==> config.mk <==
export PLATFORM = sky130hd
export DESIGN_NAME = serial_add_ctrl_flat
export DESIGN_NICKNAME = d
export VERILOG_FILES = /design/src/rtl/serial_add_pkg.sv /design/src/rtl/serial_add_ctrl_if.sv /design/src/rtl/serial_add_ctrl_fa_bit.sv /design/src/rtl/serial_add_ctrl.sv /design/src/flat_wrapper.sv
export SDC_FILE = /design/constraint.sdc
export NUM_CORES = 1
export LEC_CHECK = 0
export CAP_MARGIN = 20
export CORE_MARGIN = 10
export CORE_UTILIZATION = 30
export CTS_BUF_LIST = sky130_fd_sc_hd__clkbuf_4
export DETAILED_ROUTE_END_ITERATION = 6
export SLEW_MARGIN = 0
export SYNTH_ARGS = -nofsm -noshare
export SYNTH_HDL_FRONTEND = slang
export SYNTH_SLANG_ARGS = --single-unit
==> constraint.sdc <==
create_clock -name clk -period 1.7 [get_ports clk]
set_input_delay 0.17 -clock clk [delete_from_list [all_inputs] [get_ports clk]]
set_output_delay 0.17 -clock clk [all_outputs]
set_load 0.02 [all_outputs]
==> src/rtl/serial_add_pkg.sv <==
// Shared state encoding and sizing helpers
// for the bit-serial adder controller.
package serial_add_pkg;

  localparam logic [1:0] ST_IDLE = 2'd0;
  localparam logic [1:0] ST_RUN  = 2'd1;
  localparam logic [1:0] ST_DONE = 2'd2;

  typedef enum logic [1:0] {
    S_IDLE = ST_IDLE,
    S_RUN  = ST_RUN,
    S_DONE = ST_DONE
  } state_t;

  // Bit count for a counter reaching w without wrap.
  function automatic int cnt_w(input int w);
    return $clog2(w + 1);
  endfunction

endpackage

==> src/rtl/serial_add_ctrl_if.sv <==
// Operand-in and result-out handshakes
// of the bit-serial adder.
interface serial_add_ctrl_if #(
  parameter int WIDTH = 8
);

  logic             in_valid;
  logic             in_ready;
  logic [WIDTH-1:0] in_a;
  logic [WIDTH-1:0] in_b;
  logic             in_cin;
  logic             out_valid;
  logic             out_ready;
  logic [WIDTH-1:0] out_sum;
  logic             out_cout;
  logic             busy;

  modport master (
    output in_valid, in_a, in_b, in_cin,
    output out_ready,
    input  in_ready, out_valid,
    input  out_sum, out_cout, busy
  );

  modport slave (
    input  in_valid, in_a, in_b, in_cin,
    input  out_ready,
    output in_ready, out_valid,
    output out_sum, out_cout, busy
  );

endinterface

==> src/rtl/serial_add_ctrl_fa_bit.sv <==
// Single 1-bit full-adder cell shared
// across all bit positions.
module fa_bit (
  input  logic a,
  input  logic b,
  input  logic cin,
  output logic sum,
  output logic cout
);

  assign sum  = a ^ b ^ cin;
  assign cout = (a & b) | (cin & (a ^ b));

endmodule

==> src/rtl/serial_add_ctrl.sv <==
// Sequencer that adds two WIDTH-bit words
// one bit per clock, LSB first.
module serial_add_ctrl
  import serial_add_pkg::*;
#(
  parameter int WIDTH = 8
) (
  input logic              clk,
  input logic              rst_n,
  serial_add_ctrl_if.slave bus
);

  localparam int CW = cnt_w(WIDTH);

  state_t           state;
  state_t           state_nx;
  logic [WIDTH-1:0] a_sh;
  logic [WIDTH-1:0] b_sh;
  logic [WIDTH-1:0] sum_sh;
  logic [WIDTH-1:0] sum_nx;
  logic [WIDTH-1:0] sum_q;
  logic             carry;
  logic             cout_q;
  logic [CW-1:0]    cnt;
  logic             s;
  logic             co;
  logic             last;
  logic             accept;
  logic             rdy;
  logic             vld;
  logic             bsy;

  fa_bit u_fa (
    .a    (a_sh[0]),
    .b    (b_sh[0]),
    .cin  (carry),
    .sum  (s),
    .cout (co)
  );

  assign last   = (cnt == CW'(WIDTH - 1));
  assign accept = rdy && bus.in_valid;
  // New bit enters at the MSB; works for WIDTH=1.
  assign sum_nx = (sum_sh >> 1)
                | (WIDTH'(s) << (WIDTH - 1));

  always_ff @(posedge clk or negedge rst_n) begin
    if (!rst_n) state <= S_IDLE;
    else        state <= state_nx;
  end

  always_comb begin
    state_nx = state;
    rdy      = 1'b0;
    vld      = 1'b0;
    bsy      = 1'b0;
    unique case (state)
      S_IDLE: begin
        rdy = 1'b1;
        if (bus.in_valid) state_nx = S_RUN;
      end
      S_RUN: begin
        bsy = 1'b1;
        if (last) state_nx = S_DONE;
      end
      S_DONE: begin
        bsy = 1'b1;
        vld = 1'b1;
        if (bus.out_ready) state_nx = S_IDLE;
      end
      default: state_nx = S_IDLE;
    endcase
  end

  always_ff @(posedge clk or negedge rst_n) begin
    if (!rst_n) begin
      a_sh   <= '0;
      b_sh   <= '0;
      sum_sh <= '0;
      sum_q  <= '0;
      carry  <= 1'b0;
      cout_q <= 1'b0;
      cnt    <= '0;
    end else if (accept) begin
      a_sh  <= bus.in_a;
      b_sh  <= bus.in_b;
      carry <= bus.in_cin;
      cnt   <= '0;
    end else if (state == S_RUN) begin
      a_sh   <= a_sh >> 1;
      b_sh   <= b_sh >> 1;
      sum_sh <= sum_nx;
      carry  <= co;
      cnt    <= cnt + 1'b1;
      // Result registers hold until the next completion.
      if (last) begin
        sum_q  <= sum_nx;
        cout_q <= co;
      end
    end
  end

  assign bus.in_ready  = rdy;
  assign bus.out_valid = vld;
  assign bus.busy      = bsy;
  assign bus.out_sum   = sum_q;
  assign bus.out_cout  = cout_q;

endmodule

==> src/flat_wrapper.sv <==
// flat-port wrapper written by rule: the top's interface ports become plain ports
module serial_add_ctrl_flat import serial_add_pkg::*;
#(
  parameter int WIDTH = 8
)
  (clk, rst_n, bus_in_valid, bus_in_a, bus_in_b, bus_in_cin, bus_out_ready, bus_in_ready, bus_out_valid, bus_out_sum, bus_out_cout, bus_busy);
  serial_add_ctrl_if #(.WIDTH(WIDTH)) bus_i ();
  input logic clk;
  input logic rst_n;
  input wire logic [$bits(bus_i.in_valid)-1:0] bus_in_valid;
  input wire logic [$bits(bus_i.in_a)-1:0] bus_in_a;
  input wire logic [$bits(bus_i.in_b)-1:0] bus_in_b;
  input wire logic [$bits(bus_i.in_cin)-1:0] bus_in_cin;
  input wire logic [$bits(bus_i.out_ready)-1:0] bus_out_ready;
  output wire logic [$bits(bus_i.in_ready)-1:0] bus_in_ready;
  output wire logic [$bits(bus_i.out_valid)-1:0] bus_out_valid;
  output wire logic [$bits(bus_i.out_sum)-1:0] bus_out_sum;
  output wire logic [$bits(bus_i.out_cout)-1:0] bus_out_cout;
  output wire logic [$bits(bus_i.busy)-1:0] bus_busy;
  assign bus_i.in_valid = bus_in_valid;
  assign bus_i.in_a = bus_in_a;
  assign bus_i.in_b = bus_in_b;
  assign bus_i.in_cin = bus_in_cin;
  assign bus_i.out_ready = bus_out_ready;
  assign bus_in_ready = bus_i.in_ready;
  assign bus_out_valid = bus_i.out_valid;
  assign bus_out_sum = bus_i.out_sum;
  assign bus_out_cout = bus_i.out_cout;
  assign bus_busy = bus_i.busy;
  serial_add_ctrl #(.WIDTH(WIDTH)) u_core (.clk(clk), .rst_n(rst_n), .bus(bus_i));
endmodule
==> Word-level counts from Yosys, hierarchy flattened <==
Index checks and enable logic that the tools add are counted.
{ "op_classes": {"add_sub_neg": 1, "eq_ne": 6, "n_mux": 15, "bitwise_logic": 7, "n_reduce_logical": 7} }
{ "ops": {"columns": ["cell", "n"], "rows": [
  ["$mux 8", 4],
  ["$mux 4", 2],
  ["$or 7x8->8", 1],
  ["$mux 2", 3],
  ["$pmux 2 s3", 1],
  ["$reduce_and 3->1", 2],
  ["$mux 1", 5],
  ["$add 4x1->4 const B", 1],
  ["$eq 4x3->1 const B", 1],
  ["$ne 2x2->1 const B", 2],
  ["$and 1x1->1", 2],
  ["$eq 2x1->1 const B", 1],
  ["$eq 2x2->1 const B", 1],
  ["$logic_not 2->1", 1],
  ["$ne 2x1->1 const B", 1],
  ["$reduce_and 2->1", 1],
  ["$reduce_bool 2->1", 1],
  ["$reduce_or 2->1", 1],
  ["$xor 1x1->1", 2],
  ["$logic_and 1x1->1", 1],
  ["$not 1->1", 1],
  ["$or 1x1->1", 1]
]} }
{ "totals": {"ff_bits": 40, "out_inout_bits": 12, "word_cells": 44} }

==> Depth between registers and ports, before layout <==
{ "depth": {"word_depth": 5, "mapped_depth": 7} }

==> Cells and area by module <==
From an unflattened synthesis, not the netlist that was laid out.
{ "unflattened": {"cells_unflattened": 141, "hier_area_um2": 1762.9} }
{ "by_module_without_submodules": {"columns": ["module", "instances", "cells_each", "area_each_um2", "seq_area_each_um2"], "rows": [
  ["serial_add_ctrl", 1, 140, 1742.9, 975.9],
  ["fa_bit", 1, 1, 20.0, 0.0]
]} }

==> Worst setup path after synthesis <==
OpenSTA, ideal clock, no wires.
{ "synth_path": {"path_type": "reg2reg", "from": "reg u_core.state[0]", "to": "reg u_core.state[0]", "arrival_time_ns": 1.530, "t_required_ns": 1.575, "path_slack_ns": 0.045, "path_stages_with_launch": 5, "path_buffers": 0, "period_less_slack_ns": 1.655, "path_cell_list": "dfrtp_1 > inv_1 > ha_1 > a222oi_1 > mux2_2"} }
{ "synth_via": {"elab_chain_len": 3} }
{ "synth_rtl": {"columns": ["item", "line", "rtl"], "rows": [
  ["from (decl)", "serial_add_ctrl.sv:15", "state_t state;"],
  ["from (signal assigned)", "serial_add_ctrl.sv:49", "else state <= state_nx;"],
  ["$eq 2x1->1 (tied with other cells)", "serial_add_ctrl.sv:57", "unique case (state)"],
  ["$ne 2x1->1 (no source line) / $ne 2x2->1 (equally long branches)", null, null],
  ["$reduce_and 3->1 (no source line)", null, null]
]} }
Several ways; a longest one is shown, not always the timed one.
A chain may end at the register's enable or synchronous reset.

==> Worst setup path after layout <==
{ "layout_path": {"from": "reg u_core.state[0]", "to": "out bus_busy"} }
{ "layout_via": {"elab_chain_len": 3} }
{ "layout_rtl": {"columns": ["item", "line", "rtl"], "rows": [
  ["$eq 2x2->1 / $eq 2x1->1 (equally long branches)", "serial_add_ctrl.sv:57", null],
  ["$reduce_or 2->1 (no source line) *", null, null],
  ["$mux 1 *", "serial_add_ctrl.sv:57", null],
  ["to (decl)", "flat_wrapper.sv:19", "output wire logic [$bits(bus_i.busy)-1:0] bus_busy;"]
]} }
Mark *: on every way between the ends. The rest lies on a longest branch, timed or not.

==> results.py <==
metrics = {
    "status": {
        "status": "complete, no violations",
    },
    "clock_tree": {
        "worst_skew_pair.late_latency_ns": 0.34,
        "clkTransAtPathRegs_ns": 0.10,
        "root_buffer": "sky130_fd_sc_hd__clkbuf_4",
        "tritoncts.num_buffers": 5,
        "cts_tree": "done",
        "max-clock-path-buffers": 2,
        "htree_levels": 2,
        "clk_sinks": 39,
    },
    "synth": {
        "synth_area_per_cell_um2": 12.4,
        "synth-seq-cells": 39,
        "synth.lib_cells_used.distinct": 19,
        "syn_nets": 168,
        "syn-instance-count": 140,
        "synth.cell_area_um2": 1730,
        "ys_seq_area_frac": 0.564,
        "synth_warnings": 0,
    },
    "floorplan": {
        "fp.dieArea_um2": 9210,
        "pin_count": 33,
        "initial_core_util": 0.313,
        "core_um2": 5540,
        "num_rows": 27,
        "die-width_um": 96.0,
        "die_height_um": 96.0,
    },
    "grt": {
        "via_count_of_the_first_global_routing_pass": 1154,
        "all_layer_gr_usage": 0.0755,
        "pin_count_of_the_biggest_net_entering_global_routing": 40,
        "met3_grt_util": 0.0397,
        "global_route.peak_usage_layer": "met2",
        "grt_first_pass_wirelength_mm": 5.41,
        "globalRoute.totalOverflow": 0,
        "groute.layer.met2.usage": 0.122,
        "use_met1": 0.0824,
        "grt_antenna_before_repair": 0,
    },
    "final_layout": {
        "antenna-diode-count": 0,
        "final_net_count": 208,
        "area_growth_from_synthesis_to_layout_pct": 29.3,
        "post_route_cells_drive_above_1_share": 0.212,
        "final.fill_count": 538,
        "final_core_util": 0.404,
    },
    "timing": {
        "min_period_over_period": 0.954,
        "clock_skew_ns": 0.00687,
        "drv_slew": 0,
        "timing.setup.tns_ns": 0,
        "hold_viol": 0,
        "fmaxAchievable_mhz": 617,
        "hold-worst-slack_ns": 0.371,
        "maxSlewHeadroom": 0.679,
        "layout_setup_ws_ns": 0.0784,
        "setup_violations": 0,
        "final_period_minus_worst_setup_slack_ns": 1.62,
        "tightestPinTransition_ns": 0.482,
    },
    "place": {
        "gp_congestion": 0.680,
        "detailed_place_hpwl_mm": 2.35,
        "port_buffer_cells": 32,
        "pre_cts_slack_ns": 0.0508,
    },
    "routing": {
        "number_of_drc_markers_in_iteration_0": 67,
        "route.detailed.drc": 0,
        "routed-via-count": 1134,
        "drt_first_pass_iters": 4,
        "post_drt_wl_per_cell_um": 13.0,
        "route.final.wire_length_mm": 3.26,
        "postRouteAntennaNets": 0,
        "routed_via_density": 4.52,
    },
    "setup_path": {
        "end_kind": "primary output",
        "critical_path.cell_chain": "inv_2 -> ha_2 -> dlygate4sd2_1",
        "critical_path_arrival_ns": 1.45,
        "cp_top_family": "flip-flops",
        "cp.buffers_inverters": 2,
        "setup.worst_path.class": "flop to primary output",
        "slowest_delay_ns": 0.42,
        "critical_path_peak_fanout": 4,
        "crit_required_ns": 1.53,
        "critical_path.startpoint_type": "flop",
        "worst_path_max_delay_cell": "sky130_fd_sc_hd__dfrtp_1",
    },
    "power": {
        "p_per_area_nw_per_um2": 1630,
        "peakVddDrop_uv": 513,
        "p_leak_nw": 1.01,
    },
    "run": {
        "drv.max_cap_violation_count": 0,
    },
    "worst_hold_path": {
        "hold_path.class": "primary input to flop",
    },
}
metrics by stage:
step / std cells / instance area, µm² / power, mW
floorplan: 140 / 1730 / 2.69
detailed placement: 241 / 2150 / 3.25
global placement: 241 / 2150 / 3.16
finish: 251 / 2240 / 3.66
global route: 251 / 2240 / 3.98
CTS: 248 / 2200 / 3.65
path summary, 6_finish.rpt:
path                       cells past startpoint                           endpoint                              start  slack, ns
max in group asynchronous                      3         u_core.a_sh[3]$_DFFE_PN0P_                              rst_n       0.97
hold reg to reg                                1  u_core.bus.out_sum[2]$_DFFE_PN0P_  u_core.bus.out_sum[2]$_DFFE_PN0P_       0.51
setup / recovery                               3                           bus_busy        u_core.state[0]$_DFFE_PN0P_       0.08
min in group asynchronous                      3  u_core.bus.out_sum[6]$_DFFE_PN0P_                              rst_n       0.40
setup reg to reg                               4        u_core.state[1]$_DFFE_PN0P_        u_core.state[0]$_DFFE_PN0P_       0.10
hold / removal                                 3         u_core.b_sh[4]$_DFFE_PN0P_                        bus_in_b[4]       0.37
cells in the final DEF (no fill, tap or decap):
| cell | netlist | layout |
|---|---|---|
| sky130_fd_sc_hd__a222oi_1 | 1 | 1 |
| sky130_fd_sc_hd__and2_1 | 1 | 1 |
| sky130_fd_sc_hd__buf_12 | 0 | 1 |
| sky130_fd_sc_hd__buf_2 | 4 | 1 |
| sky130_fd_sc_hd__buf_4 | 0 | 6 |
| sky130_fd_sc_hd__clkbuf_4 | 0 | 6 |
| sky130_fd_sc_hd__clkdlybuf4s50_1 | 0 | 28 |
| sky130_fd_sc_hd__dfrtp_1 | 39 | 39 |
| sky130_fd_sc_hd__dlygate4sd2_1 | 0 | 3 |
| sky130_fd_sc_hd__dlygate4sd3_1 | 0 | 1 |
| sky130_fd_sc_hd__fa_1 | 1 | 1 |
| sky130_fd_sc_hd__ha_1 | 6 | 3 |
| sky130_fd_sc_hd__ha_2 | 0 | 2 |
| sky130_fd_sc_hd__ha_4 | 0 | 1 |
| sky130_fd_sc_hd__inv_1 | 4 | 2 |
| sky130_fd_sc_hd__inv_2 | 0 | 2 |
| sky130_fd_sc_hd__mux2_2 | 18 | 18 |
| sky130_fd_sc_hd__mux2i_1 | 16 | 16 |
| sky130_fd_sc_hd__nand2_1 | 18 | 18 |
| sky130_fd_sc_hd__nand2b_1 | 2 | 2 |
| sky130_fd_sc_hd__nand3b_1 | 1 | 1 |
| sky130_fd_sc_hd__nand4_1 | 1 | 1 |
| sky130_fd_sc_hd__nand4b_2 | 1 | 1 |
| sky130_fd_sc_hd__nor2_1 | 4 | 4 |
| sky130_fd_sc_hd__o21ai_0 | 17 | 17 |
| sky130_fd_sc_hd__xnor2_1 | 1 | 1 |
| sky130_fd_sc_hd__xor2_1 | 2 | 2 |
layout make-up:
type                    count  area (µm²)  share of cell area
multi-input cells          90         727               0.325
repair buffers             40         387               0.173
flip-flops and latches     39         976               0.436
well taps                  72        90.1              0.0402
clock buffers               6        45.0              0.0201
inverters                   4        15.0             0.00670
tightest hold or removal path, cell delays in order:
cell                              delay [ns]
sky130_fd_sc_hd__clkdlybuf4s50_1        0.40
sky130_fd_sc_hd__nand2_1                0.05
sky130_fd_sc_hd__o21ai_0                0.06
registers in the layout, summed over array words and instances (netlist names):
name and cells:
u_core.carry 1, u_core.state 2, u_core.sum_sh 7, u_core.cnt 4, u_core.a_sh 8, u_core.b_sh 8, u_core.bus.out_sum 8, u_core.bus.out_cout 1
logic make-up after synthesis:
group / Yosys count / synth area share
flops: 39 / 0.564
mux: 34 / 0.210
simple gates: 28 / 0.0751
compound gates: 18 / 0.0549
buf+inv: 11 / 0.0267
fa+ha+maj: 7 / 0.0549
xor+xnor: 3 / 0.0152
synth_stat cells:
cell type	count	area (µm²)
sky130_fd_sc_hd__dfrtp_1	39	976
sky130_fd_sc_hd__mux2_2	18	203
sky130_fd_sc_hd__nand2_1	18	67.6
sky130_fd_sc_hd__o21ai_0	17	85.1
sky130_fd_sc_hd__mux2i_1	16	160
sky130_fd_sc_hd__ha_1	6	75.1
sky130_fd_sc_hd__buf_2	4	20.0
sky130_fd_sc_hd__inv_1	4	15.0
sky130_fd_sc_hd__nor2_1	4	15.0
sky130_fd_sc_hd__clkbuf_1	3	11.3
sky130_fd_sc_hd__nand2b_1	2	12.5
sky130_fd_sc_hd__xor2_1	2	17.5
sky130_fd_sc_hd__a222oi_1	1	10.0
sky130_fd_sc_hd__and2_1	1	6.26
sky130_fd_sc_hd__fa_1	1	20.0
sky130_fd_sc_hd__nand3b_1	1	7.51
sky130_fd_sc_hd__nand4_1	1	6.26
sky130_fd_sc_hd__nand4b_2	1	15.0
sky130_fd_sc_hd__xnor2_1	1	8.76
report_power, final:
group / switching (mW) / total, mW / internal, mW
sequential: 0.259 / 1.60 / 1.34
clock: 0.272 / 0.436 / 0.163
combinational: 0.766 / 1.63 / 0.865
per-layer routing:
layer	vias to the layer above	part of all wire
met5	-	0
met4	0	0.016
met3	6	0.090
met2	25	0.49
met1	545	0.41
li1	558	-
what timing repair did:
item	CTS	global route
hold endpoints to repair	39	0
hold buffers	1	0
setup endpoints to repair	3	3
buffers inserted	0	3
pin swaps	0	1
resized for setup	3	6
Note: power is estimated with default switching activity, not from simulation.
